## config.mk

```make
export PLATFORM = sky130hd
export DESIGN_NAME = score_keeper_flat
export DESIGN_NICKNAME = d
export VERILOG_FILES = /design/src/rtl/score_keeper_if.sv /design/src/rtl/score_keeper.sv /design/src/flat_wrapper.sv
export SDC_FILE = /design/constraint.sdc
export NUM_CORES = 1
export LEC_CHECK = 0
export ABC_AREA = 1
export BUFFER_PORTS_ARGS = -buffer_cell sky130_fd_sc_hd__buf_4
export CAP_MARGIN = 20
export CORE_ASPECT_RATIO = 1.2
export CORE_MARGIN = 5
export CORE_UTILIZATION = 40
export DETAILED_ROUTE_END_ITERATION = 7
export SLEW_MARGIN = 20
export SYNTH_ARGS = -nofsm -noshare
export SYNTH_HDL_FRONTEND = slang
export SYNTH_SLANG_ARGS = --single-unit
```

## constraint.sdc

```tcl
create_clock -name clk -period 5.6 [get_ports clk]
set_input_delay 0.56 -clock clk [delete_from_list [all_inputs] [get_ports clk]]
set_output_delay 0.56 -clock clk [all_outputs]
set_load 0.1 [all_outputs]
```

## src/rtl/score_keeper_if.sv

```systemverilog
// Score keeper bus: button/strobe inputs toward the counter and BCD score/match status back.
interface score_keeper_if #(
  parameter int unsigned NUM_PLAYERS = 2,
  parameter int unsigned DIGITS      = 2
);
  logic                          clr;
  logic [NUM_PLAYERS-1:0]        inc;
  logic [NUM_PLAYERS-1:0]        dec;
  logic [NUM_PLAYERS*DIGITS*4-1:0] score_bcd;
  logic [NUM_PLAYERS-1:0]        changed;
  logic                          match_over;
  logic [NUM_PLAYERS-1:0]        winner;

  modport master (
    output clr, inc, dec,
    input  score_bcd, changed, match_over, winner
  );

  modport slave (
    input  clr, inc, dec,
    output score_bcd, changed, match_over, winner
  );
endinterface

```

## src/rtl/score_keeper.sv

```systemverilog
// Multi-player BCD score counter with per-press edge detection and a win-target match FSM.
module score_keeper #(
  parameter int unsigned NUM_PLAYERS = 2,
  parameter int unsigned DIGITS      = 2,
  parameter int unsigned WIN_SCORE   = 10,
  parameter bit          WRAP        = 1'b0
) (
  input  logic           clk,
  input  logic           reset,
  score_keeper_if.slave  bus
);

  localparam int unsigned W = DIGITS * 4;

  function automatic int unsigned pow10(input int unsigned n);
    int unsigned r;
    r = 1;
    for (int unsigned i = 0; i < n; i++) r = r * 10;
    return r;
  endfunction

  function automatic logic [W-1:0] to_bcd(input int unsigned v);
    logic [W-1:0] r;
    int unsigned  x;
    r = '0;
    x = v;
    for (int unsigned i = 0; i < DIGITS; i++) begin
      r[i*4 +: 4] = 4'(x % 10);
      x = x / 10;
    end
    return r;
  endfunction

  localparam int unsigned  MAX_SCORE = pow10(DIGITS) - 1;
  localparam logic [W-1:0] ALL9      = to_bcd(MAX_SCORE);
  localparam logic [W-1:0] WIN_BCD   = to_bcd(WIN_SCORE);

  if (NUM_PLAYERS < 1 || NUM_PLAYERS > 8) begin : g_bad_players
    $error("score_keeper: NUM_PLAYERS must be 1..8");
  end
  if (DIGITS < 1 || DIGITS > 4) begin : g_bad_digits
    $error("score_keeper: DIGITS must be 1..4");
  end
  if (WIN_SCORE > MAX_SCORE) begin : g_bad_win
    $error("score_keeper: WIN_SCORE does not fit in DIGITS BCD digits");
  end

  // Ripple carry through the digits; caller handles the all-9s case.
  function automatic logic [W-1:0] bcd_inc(input logic [W-1:0] v);
    logic [W-1:0] r;
    logic         carry;
    r     = v;
    carry = 1'b1;
    for (int unsigned i = 0; i < DIGITS; i++) begin
      if (carry) begin
        if (v[i*4 +: 4] == 4'd9) begin
          r[i*4 +: 4] = 4'd0;
        end else begin
          r[i*4 +: 4] = v[i*4 +: 4] + 4'd1;
          carry       = 1'b0;
        end
      end
    end
    return r;
  endfunction

  function automatic logic [W-1:0] bcd_dec(input logic [W-1:0] v);
    logic [W-1:0] r;
    logic         borrow;
    r      = v;
    borrow = 1'b1;
    for (int unsigned i = 0; i < DIGITS; i++) begin
      if (borrow) begin
        if (v[i*4 +: 4] == 4'd0) begin
          r[i*4 +: 4] = 4'd9;
        end else begin
          r[i*4 +: 4] = v[i*4 +: 4] - 4'd1;
          borrow      = 1'b0;
        end
      end
    end
    return r;
  endfunction

  typedef enum logic {PLAY, OVER} state_e;

  state_e                       state_q, state_d;
  logic [NUM_PLAYERS*W-1:0]     score_q, score_d;
  logic [NUM_PLAYERS-1:0]       changed_q, changed_d;
  logic [NUM_PLAYERS-1:0]       winner_q, winner_d;
  logic [NUM_PLAYERS-1:0]       inc_q, dec_q;
  logic [NUM_PLAYERS-1:0]       inc_rise, dec_rise, hit;
  logic [W-1:0]                 cur, nxt;

  assign inc_rise = bus.inc & ~inc_q;
  assign dec_rise = bus.dec & ~dec_q;

  // Edge registers preset to ones so a button held through reset is not counted.
  always_ff @(posedge clk or posedge reset) begin
    if (reset) begin
      state_q   <= PLAY;
      score_q   <= '0;
      changed_q <= '0;
      winner_q  <= '0;
      inc_q     <= '1;
      dec_q     <= '1;
    end else begin
      state_q   <= state_d;
      score_q   <= score_d;
      changed_q <= changed_d;
      winner_q  <= winner_d;
      inc_q     <= bus.inc;
      dec_q     <= bus.dec;
    end
  end

  always_comb begin
    state_d   = state_q;
    score_d   = score_q;
    changed_d = '0;
    winner_d  = winner_q;
    hit       = '0;
    cur       = '0;
    nxt       = '0;
    if (bus.clr) begin
      state_d  = PLAY;
      score_d  = '0;
      winner_d = '0;
    end else if (state_q == PLAY) begin
      for (int unsigned p = 0; p < NUM_PLAYERS; p++) begin
        cur = score_q[p*W +: W];
        nxt = cur;
        if (inc_rise[p] && !dec_rise[p]) begin
          if (cur != ALL9) nxt = bcd_inc(cur);
          else if (WRAP)   nxt = '0;
        end else if (dec_rise[p] && !inc_rise[p]) begin
          if (cur != '0) nxt = bcd_dec(cur);
        end
        score_d[p*W +: W] = nxt;
        changed_d[p]      = (nxt != cur);
        hit[p]            = (WIN_SCORE != 0) && (nxt == WIN_BCD);
      end
      if (|hit) begin
        state_d  = OVER;
        winner_d = hit;
      end
    end
  end

  assign bus.score_bcd  = score_q;
  assign bus.changed    = changed_q;
  assign bus.match_over = (state_q == OVER);
  assign bus.winner     = winner_q;

endmodule

```

## src/flat_wrapper.sv

```systemverilog
// flat-port wrapper written by rule: the top's interface ports become plain ports
module score_keeper_flat 
#(
  parameter int unsigned NUM_PLAYERS = 2,
  parameter int unsigned DIGITS      = 2,
  parameter int unsigned WIN_SCORE   = 10,
  parameter bit          WRAP        = 1'b0
)
  (clk, reset, bus_clr, bus_inc, bus_dec, bus_score_bcd, bus_changed, bus_match_over, bus_winner);
  score_keeper_if #(.NUM_PLAYERS(NUM_PLAYERS), .DIGITS(DIGITS)) bus_i ();
  input  logic clk;
  input  logic reset;
  input wire logic [$bits(bus_i.clr)-1:0] bus_clr;
  input wire logic [$bits(bus_i.inc)-1:0] bus_inc;
  input wire logic [$bits(bus_i.dec)-1:0] bus_dec;
  output wire logic [$bits(bus_i.score_bcd)-1:0] bus_score_bcd;
  output wire logic [$bits(bus_i.changed)-1:0] bus_changed;
  output wire logic [$bits(bus_i.match_over)-1:0] bus_match_over;
  output wire logic [$bits(bus_i.winner)-1:0] bus_winner;
  assign bus_i.clr = bus_clr;
  assign bus_i.inc = bus_inc;
  assign bus_i.dec = bus_dec;
  assign bus_score_bcd = bus_i.score_bcd;
  assign bus_changed = bus_i.changed;
  assign bus_match_over = bus_i.match_over;
  assign bus_winner = bus_i.winner;
  score_keeper #(.NUM_PLAYERS(NUM_PLAYERS), .DIGITS(DIGITS), .WIN_SCORE(WIN_SCORE), .WRAP(WRAP)) u_core (.clk(clk), .reset(reset), .bus(bus_i));
endmodule
```

# After elaboration in Yosys (flattened, before gate mapping)
# Index checks and enable logic that the tools add are counted.
# word_totals
reg_bits	25
in_bits	7
elab_cells	102
# op_classes
addsub	8
n_eq_ne	11
mux	56
n_bitwise	4
reduce_logical	17
# op_table
cell	count
2-to-1 mux 8 bit	12
2-to-1 mux 4 bit	12
2-to-1 mux 16 bit	2
2-to-1 mux 1 bit	25
adder 4 x 1 -> 4 bit (second input constant)	4
equality test 4 bit (second input constant)	4
equality test 8 x 5 -> 1 bit (second input constant)	2
zero test 4 bit	4
!= test 8 bit	2
!= test 8 bit (second input constant)	2
nonzero test 8 bit	2
subtractor 4 x 1 -> 4 bit (second input constant)	4
2-to-1 mux 2 bit	5
bitwise AND 2 bit	2
logical AND 1 bit	4
zero test 1 bit	4
NOT 2 bit	2
!= test 2 bit (second input constant)	1
AND reduction 2 bit	1
nonzero test 2 bit	1
OR reduction 2 bit	1

# Depth between registers and ports, before layout
# Gate-level depths: netlist (run 1).
# logic_depth
ltp_word	19
depth_mapped	16
ltp_nobuf	16

# Worst setup path after synthesis (run 1)
# OpenSTA, ideal clock, no wires.
# synth_timing
kind	reg-to-reg
start	register u_core.score_q[8], in the netlist u_core.bus.score_bcd[8]
end	register u_core.winner_q[0], in the netlist u_core.bus.winner[0]
setup_ps	123
arrival_ps	2447
required_time_ps	5477
slack_ps	3030
path_stages_with_launch	15
path_buffers	0
period_less_slack_ps	2570
cell_sequence	dfrtp_1 > inv_1 > ha_1 > nand2_1 > nor2_4 > nand4_1 > nand2_1 > nand2_1 > nand2_1 > nor2_1 > nand3_2 > nand2_1 > nand2_1 > nand3_1 > nand2_1
# synth_via
elab_chain_len	17
word_cells_on_any_way	31
classes_between	add/sub (2); eq/ne (3); mux (21); reduce/logical (5)
# synth_lines
item	line_no	rtl
start: declaration	score_keeper.sv:88	logic [NUM_PLAYERS*W-1:0] score_q, score_d;
start signal: assignment	score_keeper.sv:109	score_q <= score_d;
zero test 4 bit	score_keeper.sv:74	if (v[i*4 +: 4] == 4'd0) begin
2-to-1 mux 1 bit	score_keeper.sv:74	
2-to-1 mux 1 bit	score_keeper.sv:137	if (cur != '0) nxt = bcd_dec(cur);
2-to-1 mux 1 bit	score_keeper.sv:136	end else if (dec_rise[p] && !inc_rise[p]) begin
2-to-1 mux 1 bit	score_keeper.sv:133	if (inc_rise[p] && !dec_rise[p]) begin
2-to-1 mux 1 bit	score_keeper.sv:129	end else if (state_q == PLAY) begin
2-to-1 mux 1 bit	score_keeper.sv:125	if (bus.clr) begin
2-to-1 mux 4 bit	score_keeper.sv:73	if (borrow) begin
2-to-1 mux 8 bit	score_keeper.sv:137	
2-to-1 mux 8 bit	score_keeper.sv:136	
2-to-1 mux 8 bit (*)	score_keeper.sv:133	
2-to-1 mux 8 bit (*)	score_keeper.sv:129	
2-to-1 mux 8 bit (*)	score_keeper.sv:125	
equality test 8 x 5 -> 1 bit (*)	score_keeper.sv:141	hit[p] = (WIN_SCORE != 0) && (nxt == WIN_BCD);
OR reduction 2 bit (*)	score_keeper.sv:143	if (|hit) begin
nonzero test 2 bit (no line) (*)	n/a	
AND reduction 2 bit (no line) (*)	n/a	
end signal: assignment	score_keeper.sv:111	winner_q <= winner_d;
end: declaration	score_keeper.sv:90	logic [NUM_PLAYERS-1:0] winner_q, winner_d;
# Mark *: on every way between the ends. The rest lies on a longest branch, timed or not. The select of a mux whose other input is x is not followed.
# A chain may end at the register's enable or synchronous reset.

# Worst setup path after layout (run 1)
# Ends and elaborated chain as after synthesis.

==> results of run 1 <==
[registers in the layout (all words and copies together), names as in the netlist]
signal and flops:
u_core.bus.changed 2, u_core.bus.match_over 1, u_core.bus.score_bcd 16, u_core.bus.winner 2
u_core.dec_q 2, u_core.inc_q 2
[placed cells by master, fill, tap and decap left out]
cell type and instances:
nand3_2 2, nand4_1 13, clkbuf_8 3, xor2_1 2, inv_1 23, nand2_1 104, o21ai_0 7, nor2_1 25
o221ai_1 1, nor2_2 10, clkbuf_1 1, nor2_4 4, nand2_2 4, nand3b_1 1, inv_2 15, a21oi_1 4
dfstp_2 4, o21ai_1 6, nand3_4 1, or2_2 1, buf_8 1, buf_4 27, dfrtp_1 21, a31oi_1 1
o22ai_1 14, nand3_1 34, ha_1 3
[critical path, cell delays in order (launching register included)]
cell	delay, ns
dfrtp_1	0.46
inv_1	0.19
ha_1	0.26
nand2_1	0.13
nor2_4	0.17
nand3_1	0.10
nand2_1	0.09
nand2_1	0.05
nand2_1	0.06
nand2_1	0.10
nor2_1	0.18
nand3_2	0.10
nand2_1	0.06
nand2_1	0.06
nand3_1	0.07
nand2_1	0.05
[per-layer routing]
metal | GRT usage, % | vias to the layer above | part of all wire [%]
li1 | - | 1052 | -
met1 | 19.9 | 906 | 44
met2 | 30.4 | 39 | 52
met3 | 1.51 | 5 | 3.1
met4 | 4.78 | 0 | 0.92
met5 | 0 | - | 0
[cell families (layout without fill, tap and decap cells)]
family | after synthesis | count (layout) | synth area share (%)
simple gates | 199 | 199 | 46.9
buf+inv | 42 | 70 | 8.49
compound gates | 33 | 33 | 9.58
flops | 25 | 25 | 32.2
fa+ha+maj | 3 | 3 | 1.92
xor+xnor | 2 | 2 | 0.894
[power breakdown]
| group | internal (mW) | switching [mW] | total [mW] |
|---|---|---|---|
| clock network | 0.0508 | 0.0533 | 0.104 |
| logic | 0.0991 | 0.306 | 0.405 |
| registers | 0.203 | 0.0342 | 0.237 |
| total | 0.353 | 0.393 | 0.746 |
[area by class of cell]
class / count / area [µm²] / share of cell area, %
Timing Repair Buffer: 28 / 218 / 9.58
Sequential cell: 25 / 631 / 27.7
Tap cell: 60 / 75.1 / 3.30
Clock buffer: 4 / 45.0 / 1.98
Inverter: 38 / 143 / 6.27
Multi-Input combinational cell: 237 / 1160 / 51.1
[metrics by stage]
step	hold WS (ns)	setup slack (ns)	std cells	cell area [µm²]	utilization, %
floorplan	0.564	3.03	304	1960	-
global placement	0.501	3.30	387	2210	45.8
detailed placement	0.496	3.25	387	2210	45.8
CTS	0.405	3.36	391	2260	46.7
global route	0.273	3.10	392	2270	47.0
finish	0.253	3.37	392	2270	47.0
[worst paths after layout]
kind                       slack [ns]  cells past startpoint                          endpoint
max                              3.37                     15  u_core.bus.winner[0]$_DFFE_PP0P_
min                              0.25                      2   u_core.bus.changed[0]$_DFF_PP0_
max reg2reg                      3.37                     15  u_core.bus.winner[0]$_DFFE_PP0P_
min reg2reg                      0.51                      2  u_core.bus.winner[0]$_DFFE_PP0P_
max in group asynchronous        4.92                      3   u_core.bus.match_over$_DFF_PP0_
min in group clk                 0.41                      1         u_core.dec_q[1]$_DFF_PP1_
==> impl_metrics.json, run 1 <==
{
  "end_kind": "flop",
  "avgSynthCellArea_um2": 6.45,
  "fin_setup_tns_ns": 0,
  "timing.rr.start": "u_core.bus.score_bcd[8]$_DFFE_PP0P_",
  "arrival_ns": 2.40,
  "remaining_drc_errors": 0,
  "cts_sinks": 25,
  "area_delta_synth_final_pct": 16.0,
  "grt_pass1_vias": 1989,
  "synth_edf_count": 0,
  "crit_type": "flop to flop",
  "synth_area_leaders": "dfrtp_1 (27%), nand2_1 (20%), nand3_1 (8.7%)",
  "wl_um": 4870,
  "worst-path-max-fanout": 6,
  "async_flop_share_pct": 100,
  "fillCellCount": 535,
  "grt_max_degree": 26,
  "grt_pass1_wl_um": 8570,
  "h-tree-depth": 1,
  "post-route-period-util_pct": 39.9,
  "syn_nets": 314,
  "detail-route-antenna-nets": 0,
  "postSynthCellCount": 304,
  "slew_headroom_pct": 59.3,
  "port_buffers": 27,
  "finalClockSkew_ns": 0.00215,
  "synth-main-ff-cell": "dfrtp_1",
  "n_antenna_cell": 0,
  "nNetsFinal": 343,
  "setup_viol": 0,
  "power_density_mw_per_mm2": 328,
  "rows": 28,
  "syn_area_mm2": 0.00196,
  "viasPerCell": 5.11,
  "maxCapViolCount": 0,
  "ys_seq_area_share_pct": 32.2,
  "clock_latency_ns": 0.26,
  "synth_commonest_cells": "nand2_1 (104), nand3_1 (34), nor2_1 (25)",
  "yosysWarnings": 0,
  "antenna_found_initial": 0,
  "clk_pin_slew_worst_paths_ns": 0.08,
  "fmax_mhz": 448,
  "grt_usage_pct": 16.5,
  "drv_slew": 0,
  "dp_hpwl_um": 3800,
  "die_w_um": 73.9,
  "worst_slew_pin_slew_ns": 0.609,
  "die_h_um": 86.7,
  "wl_per_cell_um": 12.4,
  "coreArea_mm2": 0.00483,
  "drive_gt1_share_pct": 21.7,
  "critPathLaunchType": "flop",
  "layout_min_cycle_time_ns": 2.23,
  "cts_root_buf": "clkbuf_8",
  "grt_overflow_total": 0,
  "rsz0062_at_grt": "false",
  "yosys.area.top_type": "dfrtp_1",
  "start_util_pct": 40.5,
  "hold_buffers": 0,
  "hp-class": "primary input to asynchronous set/reset pin",
  "cts_buffer_depth": 2,
  "cts_tree": "built",
  "cts_resized": 0,
  "vias": 2002,
  "drtIter0Drc": 111,
  "power.leakage_nw": 1.15,
  "ys_types": 26,
  "power.total_uw": 746,
  "drt-pass1-iter-count": 4,
  "cts_inserted_buffers": 3,
  "status": "complete, no violations",
  "cp-startpoint": "u_core.bus.score_bcd[8]$_DFFE_PP0P_",
  "yosysMostFrequentCell": "nand2_1",
  "critical_path_required_ns": 5.76,
  "yosysTopAreaCellShare_pct": 26.8,
  "gp_congestion": 0.832,
  "cts_setup_buffers": 0,
  "ir_worst_vdd_uv": 146,
  "io_pins": 28,
  "synth-seq-cells": 25,
  "hold_viol_final": 0,
  "dieArea_mm2": 0.00640
}
No activity file was read; power rests on OpenSTA's default activity.
==> inputs of run 2 (changes only) <==
--- a/config.mk
+++ b/config.mk
@@ -5,7 +5,7 @@
 export SDC_FILE = /design/constraint.sdc
 export NUM_CORES = 1
 export LEC_CHECK = 0
-export ABC_AREA = 1
+export ABC_AREA = 0
 export BUFFER_PORTS_ARGS = -buffer_cell sky130_fd_sc_hd__buf_4
 export CAP_MARGIN = 20
 export CORE_ASPECT_RATIO = 1.2
==> constraint.sdc (replaced) <==
create_clock -name clk -period 2.2 [get_ports clk]
set_input_delay 0.22 -clock clk [delete_from_list [all_inputs] [get_ports clk]]
set_output_delay 0.22 -clock clk [all_outputs]
set_load 0.1 [all_outputs]
==> impl_metrics.json, run 2 <==
{
  "area_delta_synth_final_pct": 29.3,
  "grt_max_degree": 37,
  "power.switching_uw": 612,
  "largest_reg_flops": 16,
  "slowest_stage": "dfrtp_4",
  "wl_um": 6540,
  "die_h_um": 92.3,
  "cpLargestDelayFamily": "compound AO/OA/AOI/OAI gates",
  "power_density_mw_per_mm2": 509,
  "cts_tree": "built",
  "cts_inserted_buffers": 3,
  "worst-path-buf-inv": 0,
  "cp_num_cells": 7,
  "syn_nets": 284,
  "grt_pass1_vias": 2266,
  "yosysTopAreaCellShare_pct": 23.3,
  "h-tree-depth": 1,
  "port_buffers": 27,
  "pwr-share-comb_pct": 45.5,
  "grt_usage_pct": 18.1,
  "io_pins": 28,
  "dp_hpwl_um": 4790,
  "cts_sinks": 25,
  "grt_pass1_wl_um": 10700,
  "ys_seq_area_share_pct": 27.9,
  "dieArea_mm2": 0.00726,
  "cts_buffer_depth": 2,
  "r2r_cells": 7,
  "cts_root_buf": "clkbuf_8",
  "synth_edf_count": 0,
  "min_path_cells": 1,
  "async_flop_share_pct": 100,
  "yosys.area.top_type": "dfrtp_1",
  "synth-main-ff-cell": "dfrtp_1",
  "drtIter0Drc": 135,
  "drv_slew": 0,
  "drive_gt1_share_pct": 40.1,
  "fin_setup_tns_ns": -0.0217,
  "seq_power_share_pct": 36.3,
  "end_kind": "flop",
  "fmax_mhz": 450,
  "internal_power_uw": 874,
  "critPathLaunchType": "flop",
  "grt_overflow_total": 0,
  "yosysWarnings": 0,
  "gp_congestion": 0.905,
  "ir_worst_vdd_uv": 331,
  "start_util_pct": 40.7,
  "maxCapViolCount": 0,
  "synth_commonest_cells": "a21oi_1 (24), dfrtp_1 (21), nor2_1 (18)",
  "yosysMostFrequentCell": "a21oi_1",
  "postSynthCellCount": 274,
  "rows": 30,
  "status": "finished, violations left",
  "nNetsFinal": 333,
  "slew_headroom_pct": 43.2,
  "clock_latency_ns": 0.27,
  "arrival_ns": 2.38,
  "power.leakage_nw": 1.13,
  "final_common_cell": "buf_4",
  "avgSynthCellArea_um2": 8.24,
  "vias": 2348,
  "wl_per_cell_um": 17.0,
  "antenna_found_initial": 0,
  "ys_types": 70,
  "worst-path-max-fanout": 5,
  "clockPowerShare_pct": 18.2,
  "detail-route-antenna-nets": 0,
  "viasPerCell": 6.08,
  "rsz0062_at_grt": "true",
  "clk_pin_slew_worst_paths_ns": 0.09,
  "slowest_delay_ns": 0.53,
  "coreArea_mm2": 0.00556,
  "finish.instance_area_mm2": 0.00292,
  "die_w_um": 78.6,
  "violations": "setup timing",
  "synth-seq-cells": 25,
  "layout_min_cycle_time_ns": 2.22,
  "remaining_drc_errors": 0,
  "place_area_mm2": 0.00276,
  "setup_viol": 1,
  "worst_slew_pin_slew_ns": 0.852,
  "hp-class": "primary input to flop",
  "syn_area_mm2": 0.00226,
  "post-route-period-util_pct": 101,
  "drt-pass1-iter-count": 4,
  "p_sw_share_pct": 41.2,
  "hold_viol_final": 0,
  "crit_type": "flop to flop",
  "synth_area_leaders": "dfrtp_1 (23%), a21oi_1 (5.3%), dfstp_2 (4.7%)",
  "finalClockSkew_ns": 0.00302,
  "layout_common_cells": "buf_4 (69), a21oi_1 (24), nor2_1 (16), nand2_1 (16), o21ai_0 (14)",
  "place_ws_ns": -0.0886,
  "n_antenna_cell": 0,
  "cp_cell_sequence": "ha_4 -> nand3b_1 -> nor2_2 -> o221a_2 -> a2111oi_4 -> nand4_1 -> o2bb2ai_1",
  "setup_slack_ns": -0.0217,
  "critical_path_required_ns": 2.35
}
run 2: power by group through the flow:
stage	sequential (mW)	clock, mW	combinational (mW)
after global routing	0.545	0.300	0.721
after detailed placement	0.547	0	0.644
final	0.539	0.271	0.676
after global placement	0.545	0	0.643
after CTS	0.537	0.281	0.657
after floorplan	0.706	0	0.311
run 2: per-layer routing:
metal  routed length, µm  share of wire (%)  up-vias  global-route usage (%)
li1                    -                  -     1145                       -
met1                2720                 42     1112                    22.2
met2                3360                 51       71                    31.2
met3                 251                3.8       20                    2.14
met4                 216                3.3        0                    8.45
met5                   0                  0        -                       0
run 2: metrics by stage:
stage / cells / hold WS [ns] / util, % / total power, mW
after floorplan: 274 / 0.224 / - / 1.02
after global routing: 386 / 0.0513 / 52.6 / 1.57
after detailed placement: 380 / 0.342 / 49.6 / 1.19
after CTS: 384 / 0.0581 / 51.1 / 1.48
final: 386 / 0.0660 / 52.6 / 1.49
after global placement: 380 / 0.340 / 49.6 / 1.19
run 2: cells by family after synthesis:
group,synth area share [%]
flops,27.9
buf+inv,8.81
xor+xnor,0.388
compound gates,25.9
mux,1.39
fa+ha+maj,1.66
simple gates,33.9
run 2: final cells by class:
cell class,count,area [µm²]
fill,535,2640
tap,64,80.1
clock buffer,4,45.0
timing repair buffer,69,518
inverter,7,31.3
sequential,25,672
multi-input combinational,217,1570
run 2: timing repair:
action,CTS,global route
buffers inserted,0,2
setup endpoints to repair,3,4
gates resized for setup,8,10
hold buffers,0,0
pin swaps,4,7
run 2: path summary, 6_finish.rpt:
kind	slack, ns	end	start
worst max-delay path	-0.02	u_core.bus.winner[0]$_DFFE_PP0P_	u_core.bus.score_bcd[8]$_DFFE_PP0P_
worst min-delay path	0.07	u_core.inc_q[0]$_DFF_PP1_	bus_inc[0]
worst max register to register	-0.02	u_core.bus.winner[0]$_DFFE_PP0P_	u_core.bus.score_bcd[8]$_DFFE_PP0P_
worst min register to register	0.61	u_core.bus.winner[0]$_DFFE_PP0P_	u_core.bus.winner[0]$_DFFE_PP0P_
max in group asynchronous	1.43	u_core.inc_q[0]$_DFF_PP1_	reset
min in group asynchronous	0.13	u_core.bus.score_bcd[15]$_DFFE_PP0P_	reset
==> inputs of run 3 (changes only) <==
--- a/config.mk
+++ b/config.mk
@@ -11,6 +11,7 @@
 export CORE_ASPECT_RATIO = 1.2
 export CORE_MARGIN = 5
 export CORE_UTILIZATION = 40
+export CTS_BUF_LIST = sky130_fd_sc_hd__clkbuf_16
 export DETAILED_ROUTE_END_ITERATION = 7
 export SLEW_MARGIN = 20
 export SYNTH_ARGS = -nofsm -noshare
==> impl_metrics.json, run 3 (synthesis results as in run 2) <==
{
  "finalClockSkew_ns": 0.00356,
  "cts_buffer_depth": 2,
  "h-tree-depth": 1,
  "fmax_mhz": 452,
  "setup.worst_path.end": "u_core.bus.winner[0]$_DFFE_PP0P_",
  "status": "finished, violations left",
  "clk_pin_slew_worst_paths_ns": 0.06,
  "cts_inserted_buffers": 3,
  "grt_pass1_wl_um": 10700,
  "wl_met3_um": 226,
  "hold_slack_ns": 0.0805,
  "fin_setup_tns_ns": -0.0135,
  "finish.utilization_pct": 53.2,
  "finish.instance_area_mm2": 0.00295,
  "slowest_stage": "dfrtp_4",
  "clockPowerShare_pct": 24.7,
  "gp_congestion": 0.905,
  "viasPerCell": 6.02,
  "cpLargestDelayFamily": "compound AO/OA/AOI/OAI gates",
  "place_area_mm2": 0.00276,
  "largest_reg_flops": 16,
  "hp-class": "primary input to flop",
  "cp_cell_sequence": "ha_4 -> nand3b_1 -> nor2_2 -> o221a_2 -> a2111oi_4 -> nand4_1 -> o2bb2ai_1",
  "grt_pass1_vias": 2270,
  "io_pins": 28,
  "power.total_mw": 1.61,
  "remaining_drc_errors": 0,
  "r2r_cells": 7,
  "cts_tree": "built",
  "post-route-period-util_pct": 101,
  "die_w_um": 78.6,
  "wl_met2_um": 3340,
  "dp_hpwl_um": 4790,
  "arrival_ns": 2.35,
  "drive_gt1_share_pct": 40.1,
  "nNetsFinal": 333,
  "rsz0062_at_grt": "true",
  "cp-startpoint": "u_core.bus.score_bcd[8]$_DFFE_PP0P_",
  "final_common_cell": "buf_4",
  "stdcell_count": 386,
  "p_sw_share_pct": 38.7,
  "power.leakage_nw": 1.15,
  "timing.rr.start": "u_core.bus.score_bcd[8]$_DFFE_PP0P_",
  "worst_slew_pin_slew_ns": 0.848,
  "clock_latency_ns": 0.26,
  "grt_overflow_total": 0,
  "antenna_found_initial": 0,
  "rows": 30,
  "grt_usage_pct": 18.1,
  "vias": 2324,
  "layout_min_cycle_time_ns": 2.21,
  "cts_root_buf": "clkbuf_16",
  "cts_sinks": 25,
  "r2r_end": "u_core.bus.winner[0]$_DFFE_PP0P_",
  "power.switching_uw": 624,
  "slew_headroom_pct": 43.4,
  "wl_per_cell_um": 16.9,
  "critPathLaunchType": "flop",
  "coreArea_mm2": 0.00556,
  "slowest_delay_ns": 0.52,
  "place_ws_ns": -0.0886,
  "drtIter0Drc": 144,
  "die_h_um": 92.3,
  "setup_slack_ns": -0.0135,
  "power_density_mw_per_mm2": 546,
  "wl_um": 6520,
  "crit_type": "flop to flop",
  "internal_power_uw": 987,
  "area_delta_synth_final_pct": 30.8,
  "drv_slew": 0,
  "layout_common_cells": "buf_4 (69), a21oi_1 (24), nor2_1 (16), nand2_1 (16), o21ai_0 (14)",
  "setup_viol": 1,
  "worst-path-max-fanout": 5,
  "dieArea_mm2": 0.00726,
  "worst-path-buf-inv": 0,
  "hold_buffers": 0,
  "grt_max_degree": 37,
  "wl_met1_um": 2730,
  "placed_cells": 380,
  "n_antenna_cell": 0,
  "drt-pass1-iter-count": 4,
  "cp_num_cells": 7,
  "end_kind": "flop",
  "seq_power_share_pct": 33.5,
  "pwr-share-comb_pct": 41.9,
  "port_buffers": 27,
  "violations": "setup timing",
  "detail-route-antenna-nets": 0,
  "critical_path_required_ns": 2.34,
  "hold_viol_final": 0,
  "top_layer": "met4",
  "rrSetupSlack_ns": -0.01,
  "ir_worst_vdd_uv": 333,
  "maxCapViolCount": 0,
  "start_util_pct": 40.7
}
-- run 3: cell count changes in the layout (fill, tap and decap cells not counted) --
cell	before	now
clkbuf_1	1	0
inv_1	5	6
clkbuf_16	0	3
clkbuf_8	3	0
-- run 3: how the worst min path moves through the flow --
stage / startpoint / to / slack (ns) / depth (start not counted)
finish: bus_inc[0] / u_core.inc_q[0]$_DFF_PP1_ / 0.08 / 1
global route: bus_inc[0] / u_core.inc_q[0]$_DFF_PP1_ / 0.07 / 1
CTS: bus_inc[0] / u_core.inc_q[0]$_DFF_PP1_ / 0.08 / 1
detailed placement: bus_inc[0] / u_core.inc_q[0]$_DFF_PP1_ / 0.34 / 1
global placement: bus_inc[0] / u_core.inc_q[0]$_DFF_PP1_ / 0.34 / 1
floorplan: bus_dec[0] / u_core.dec_q[0]$_DFF_PP1_ / 0.22 / 0
-- run 3: layout make-up --
type	count	area, µm²
fillers	531	2600
multi-input cells	217	1570
flip-flops and latches	25	672
repair buffers	69	518
well taps	64	80.1
clock buffers	3	75.1
inverters	7	31.3
clock inverters	1	3.75
-- run 3: worst register-to-register path, stage by stage, from the launching register on --
cell and delay [ns]:
dfrtp_4 0.52, ha_4 0.19, nand3b_1 0.29, nor2_2 0.10, o221a_2 0.29, a2111oi_4 0.35, nand4_1 0.19, o2bb2ai_1 0.16
-- run 3: timing repair --
action | CTS | global route
gates resized for setup | 8 | 10
pin swaps | 4 | 7
endpoints found under the setup margin | 3 | 3
buffers inserted | 0 | 2
-- run 3: layer usage --
layer / up-vias / track usage [%]
met3: 20 / 2.14
met5: - / 0
met4: 0 / 8.45
li1: 1146 / -
met1: 1100 / 22.3
met2: 58 / 31.2
-- run 3: power by group through the flow --
stage | sequential [mW] | combinational, mW | clock (mW)
after floorplan | 0.706 | 0.311 | 0
after global placement | 0.545 | 0.643 | 0
after detailed placement | 0.547 | 0.644 | 0
after CTS | 0.538 | 0.657 | 0.407
after global routing | 0.545 | 0.721 | 0.430
final | 0.539 | 0.675 | 0.397
